## config.mk

```make
export PLATFORM = sky130hd
export DESIGN_NAME = trace_capture_unit
export DESIGN_NICKNAME = d
export VERILOG_FILES = /design/src/rtl/trace_capture_unit.sv
export SDC_FILE = /design/constraint.sdc
export NUM_CORES = 2
export LEC_CHECK = 0
export CAP_MARGIN = 10
export CORE_UTILIZATION = 55
export CTS_BUF_LIST = sky130_fd_sc_hd__clkbuf_4
export CTS_CLUSTER_DIAMETER = 30
export DETAILED_ROUTE_END_ITERATION = 8
export PLACE_DENSITY = 0.73
export SYNTH_ARGS = -nofsm -noshare
export SYNTH_HDL_FRONTEND = slang
export SYNTH_SLANG_ARGS = --single-unit
```

## constraint.sdc

```tcl
create_clock -name clk -period 10.95 [get_ports clk]
set_input_delay 1.6425 -clock clk [delete_from_list [all_inputs] [get_ports clk]]
set_output_delay 1.6425 -clock clk [all_outputs]
set_load 0.02 [all_outputs]
```

## src/rtl/trace_capture_unit.sv

```systemverilog
// Retire-trace capture buffer: records {pc, instr, result} per retired instruction into a
// circular buffer, freezes on halt or PC match (with optional post-trigger window), then
// drains the frozen history over a valid/ready read port.
module trace_capture_unit #(
  parameter int unsigned DATA_WIDTH = 32,
  parameter int unsigned DEPTH      = 16,
  parameter int unsigned CW         = $clog2(DEPTH) + 1
) (
  input  logic                  clk,
  input  logic                  rstN,
  input  logic                  enable,
  input  logic                  mode,
  input  logic                  retire,
  input  logic [DATA_WIDTH-1:0] pcIn,
  input  logic [DATA_WIDTH-1:0] instrIn,
  input  logic [DATA_WIDTH-1:0] resultIn,
  input  logic                  halt,
  input  logic                  trigPcEn,
  input  logic [DATA_WIDTH-1:0] trigPc,
  input  logic [CW-1:0]         postCount,
  input  logic                  rdReady,
  output logic                  rdValid,
  output logic [DATA_WIDTH-1:0] rdPc,
  output logic [DATA_WIDTH-1:0] rdInstr,
  output logic [DATA_WIDTH-1:0] rdResult,
  output logic [CW-1:0]         count,
  output logic [1:0]            state,
  output logic                  triggered,
  output logic                  overflow
);

  localparam int unsigned AW = $clog2(DEPTH);

  typedef enum logic [1:0] {
    StIdle  = 2'd0,
    StArmed = 2'd1,
    StPost  = 2'd2,
    StDone  = 2'd3
  } state_e;

  state_e          state_q, state_d;
  logic [AW-1:0]   wr_ptr_q, wr_ptr_d;
  logic [AW-1:0]   rd_ptr_q, rd_ptr_d;
  logic [CW-1:0]   count_q, count_d;
  logic [CW-1:0]   remaining_q, remaining_d;
  logic            triggered_q, triggered_d;
  logic            overflow_q, overflow_d;

  logic [DATA_WIDTH-1:0] pc_mem     [DEPTH];
  logic [DATA_WIDTH-1:0] instr_mem  [DEPTH];
  logic [DATA_WIDTH-1:0] result_mem [DEPTH];

  logic mem_we;
  logic full;
  logic pc_hit;
  logic trig;
  logic drop;
  logic captured;
  logic pop;

  // Decode capture/trigger conditions shared by the state logic.
  always_comb begin
    full     = (count_q == CW'(DEPTH));
    pc_hit   = retire && trigPcEn && (pcIn == trigPc);
    trig     = halt || pc_hit;
    // Fill-and-stop on a full buffer refuses the write and ends the run.
    drop     = retire && full && !mode;
    captured = retire && !drop;
    pop      = rdValid && rdReady;
  end

  // Next-state, pointer and flag update.
  always_comb begin
    state_d     = state_q;
    wr_ptr_d    = wr_ptr_q;
    rd_ptr_d    = rd_ptr_q;
    count_d     = count_q;
    remaining_d = remaining_q;
    triggered_d = triggered_q;
    overflow_d  = overflow_q;
    mem_we      = 1'b0;

    unique case (state_q)
      StIdle: begin
        // Retire in the arming cycle is intentionally ignored.
        if (enable) begin
          state_d     = StArmed;
          wr_ptr_d    = '0;
          rd_ptr_d    = '0;
          count_d     = '0;
          remaining_d = '0;
          triggered_d = 1'b0;
          overflow_d  = 1'b0;
        end
      end

      StArmed, StPost: begin
        if (retire) begin
          if (!full) begin
            mem_we   = 1'b1;
            wr_ptr_d = wr_ptr_q + AW'(1);
            count_d  = count_q + CW'(1);
          end else if (mode) begin
            // Circular: overwrite the oldest entry, read pointer follows.
            mem_we     = 1'b1;
            wr_ptr_d   = wr_ptr_q + AW'(1);
            rd_ptr_d   = rd_ptr_q + AW'(1);
            overflow_d = 1'b1;
          end else begin
            overflow_d = 1'b1;
          end
        end

        if (state_q == StArmed) begin
          if (enable && trig) begin
            triggered_d = 1'b1;
          end
          if (!enable || drop) begin
            state_d = StDone;
          end else if (trig) begin
            if (postCount == '0) begin
              state_d = StDone;
            end else begin
              state_d     = StPost;
              remaining_d = postCount;
            end
          end
        end else begin
          if (captured) begin
            remaining_d = remaining_q - CW'(1);
          end
          if (!enable || drop || halt || (captured && remaining_q == CW'(1))) begin
            state_d = StDone;
          end
        end
      end

      StDone: begin
        if (pop) begin
          rd_ptr_d = rd_ptr_q + AW'(1);
          count_d  = count_q - CW'(1);
        end
        // Holding enable high parks here so a re-arm needs a fresh rising enable.
        if (count_q == '0 && !enable) begin
          state_d = StIdle;
        end
      end
    endcase
  end

  // Control state register with asynchronous active-low reset.
  always_ff @(posedge clk or negedge rstN) begin
    if (!rstN) begin
      state_q     <= StIdle;
      wr_ptr_q    <= '0;
      rd_ptr_q    <= '0;
      count_q     <= '0;
      remaining_q <= '0;
      triggered_q <= 1'b0;
      overflow_q  <= 1'b0;
    end else begin
      state_q     <= state_d;
      wr_ptr_q    <= wr_ptr_d;
      rd_ptr_q    <= rd_ptr_d;
      count_q     <= count_d;
      remaining_q <= remaining_d;
      triggered_q <= triggered_d;
      overflow_q  <= overflow_d;
    end
  end

  // Trace storage; contents are only observable through the gated read port.
  always_ff @(posedge clk) begin
    if (mem_we) begin
      pc_mem[wr_ptr_q]     <= pcIn;
      instr_mem[wr_ptr_q]  <= instrIn;
      result_mem[wr_ptr_q] <= resultIn;
    end
  end

  // Read port: head entry, forced to zero whenever nothing is presented.
  always_comb begin
    rdValid  = (state_q == StDone) && (count_q != '0);
    rdPc     = rdValid ? pc_mem[rd_ptr_q]     : '0;
    rdInstr  = rdValid ? instr_mem[rd_ptr_q]  : '0;
    rdResult = rdValid ? result_mem[rd_ptr_q] : '0;
  end

  // Status outputs.
  always_comb begin
    count     = count_q;
    state     = state_q;
    triggered = triggered_q;
    overflow  = overflow_q;
  end

endmodule

```

==> flow_summary.yaml <==
status:
  status: "finished clean"
timing:
  period_needed_ns: 7.18
  fmax_ghz: 0.139
  finalHoldViolations: 0
  setup_violations: 0
  finalWorstSetupSlack_ns: 3.77
  slew_violations: 0
  rsz0062_at_grt: "no"
  fin_crit_sh_pct: 65.5
  tightest_slew_ns: 1.20
  slew_headroom_pct: 19.0
  setup-tns-final_ns: 0
  skew_ns: 0.116
worst_hold_path:
  holdPathStages: 1
  holdCritStartpoint: "remaining_q[1]"
  min_to: "remaining_q[1]"
  min-delay-path-class: "reg -> reg"
setup_path:
  r2r-end: "pc_mem[13][8]"
  cp_max_fo: 72
  slowest_delay_ns: 0.93
  slowest_stage: "dfrtp_4"
  r2r_cells: 8
  worstSetupEndpointType: "output pin"
  cpLargestDelayFamily: "buffers and inverters"
  reg2reg_slack_ns: 6.55
  critPathArrivalTime_ns: 5.53
  crit_cells: 6
  required_ns: 9.31
  r2r_start: "state[1]"
  critPathKind: "reg -> out"
  cp-start-kind: "flip-flop"
  critical_path_buf_inv_count: 3
  cp_cell_sequence: "buf_4 > buf_4 > mux4_2 > mux4_2 > nor2b_1 > clkdlybuf4s50_1"
routing:
  routed_wl_um: 135000
  met2WireLength_um: 68800
  postRouteAntennaNets: 0
  routed.top_layer: "met5"
  post_drt_wl_per_cell_um: 28.4
  firstDrtPassIters: 5
  drt_iter0_markers: 3038
  drc: 0
  avgViaCountPerCell: 6.13
  dr_total_vias: 29100
  wl_met1_um: 52200
  wl_met3_um: 11100
floorplanning:
  die_area_sq_um: 111000
  coreArea_sq_um: 108000
  initial_core_util_pct: 55.8
  ios: 247
  die_w_um: 333
  die_h_um: 333
  num_rows: 120
yosys:
  synthesis.area_sq_um: 60100
  syn-num-nets: 2638
  yosys-top-cells-count: "1536 x edfxtp_1, 480 x mux4_2, 97 x nor2b_1, 82 x clkbuf_1, 39 x buf_2"
  synth-seq-cells: 1558
  ys_types: 54
  synthArstFlopShare_pct: 1.41
  ys.flop_type: "edfxtp_1"
  ys_top_cells_by_area: "edfxtp_1 77%, mux4_2 18%, nor2b_1 1.0%, dfrtp_1 0.92%, clkbuf_1 0.51%"
  ys_seq_area_share_pct: 77.7
  synth_edf_count: 1536
  yosys_warnings: 0
  synth.top_cell.area_share_pct: 76.7
  yosys.area.top_type: "edfxtp_1"
  postSynthAreaPerCell_sq_um: 24.2
  synth_cells: 2482
  synth_most_common_cell: "edfxtp_1"
global_routing:
  grt_use_total_pct: 24.9
  grt-ovfl-total: 0
  antenna_found_initial: 11
  grt_max_degree: 147
  grt_pass1_wl_um: 200000
  grt_pass1_vias: 31400
power_and_ir_drop:
  pwr_density_cell_nw_per_um2: 244
  irDropWorstVdd_v: 0.000208
  p_leak_uw: 0.0221
clocking:
  cts_tree: "yes"
  cts.sinks: 1558
  clockBufferDepth: 4
  root_buffer: "clkbuf_4"
  clk_pin_slew_ns: 0.06
  post_cts_buffers: 0
  clk-insertion-delay-late_ns: 1.23
  cts_max_level: 5
  postCtsHoldBufs: 0
  cts_resized: 0
  numCtsBuffers: 402
layout:
  layout.nets: 3202
  area_growth_pct: 15.9
  fill_cells: 6847
  layout-drive-gt1-share_pct: 34.3
placement:
  finalWeightedCongestion: 0.765
  dp_hpwl_um: 64500
  port_buffers: 246
  pre_cts_ws_ns: 4.93
run:
  maxCapViolations: 0
[registers in the layout (all words and copies together), names as in the netlist]
name / flops
instr_mem: 512
pc_mem: 512
remaining_q: 5
result_mem: 512
overflow: 1
state: 2
rd_ptr_q: 4
wr_ptr_q: 4
triggered: 1
count: 5
[area by class of cell]
type,count,area [sq um],area share (%)
diodes,6,15.0,0.0215
clock buffers,554,4160,5.97
clock inverters,140,1070,1.54
inverters,17,63.8,0.0916
multi-input cells,782,13000,18.6
flip-flops and latches,1558,46700,67.0
well taps,1403,1760,2.52
repair buffers,285,2960,4.24
[worst max-delay path by stage]
stage                 from              end
2_1_floorplan         mode  instr_mem[2][0]
3_3_place_gp   rd_ptr_q[0]          rdPc[0]
3_5_place_dp   rd_ptr_q[0]      rdInstr[28]
4_1_cts        rd_ptr_q[0]      rdInstr[28]
5_1_grt        rd_ptr_q[0]     rdResult[29]
6_report       rd_ptr_q[1]     rdResult[12]
[power by group]
part	leakage (uW)	total (uW)	switching, uW	internal, uW
Sequential	0.0141	7200	229	6980
Combinational	0.00494	4800	2390	2410
Clock	0.00304	5030	2240	2790
[routing by layer]
metal  vias to the layer above  track usage (%)
li1                      12100                -
met1                     15400             33.7
met2                      1402             40.9
met3                       191             5.65
met4                         8             7.85
met5                         -                0
[per-stage QoR]
| stage | total power, uW | hold WS [ns] | area (sq um) | instances | utilization, % |
|---|---|---|---|---|---|
| after global routing | 17800 | 0.579 | 69700 | 4743 | 64.7 |
| after global placement | 12100 | 0.524 | 64400 | 4044 | 59.8 |
| after detailed placement | 12200 | 0.545 | 64400 | 4044 | 59.8 |
| after CTS | 17200 | 0.567 | 69600 | 4738 | 64.7 |
| final | 17000 | 0.561 | 69700 | 4745 | 64.7 |
| after floorplan | 10700 | 0.503 | 60100 | 2482 | - |
[kinds of logic (layout without fill, tap and decap cells)]
group	count (synthesis)	count (layout)	synth area share, %
DFF	1558	1558	77.7
AOI/OAI and AO/OA	51	51	0.581
and+or+nand+nor	189	189	1.77
adders and majority gates	15	15	0.325
xor gates and xnor gates	38	38	0.554
muxes	489	489	18.1
buffers and inverters	142	996	0.976
other	0	6	0
[cells in the final DEF (no fill, tap or decap), types with 12 or more instances in the layout]
master / n
clkdlybuf4s50_1: 246
clkbuf_4: 554
nor2b_1: 97
buf_12: 16
edfxtp_1: 1536
mux4_2: 480
inv_1: 17
clkinv_2: 14
nor2_4: 12
xor2_1: 21
dfrtp_1: 18
ha_1: 14
clkinv_1: 98
bufinv_16: 19
xnor2_1: 17
buf_4: 23
nor2_1: 16
nand2_1: 17
No activity file was read; power rests on OpenSTA's default activity.
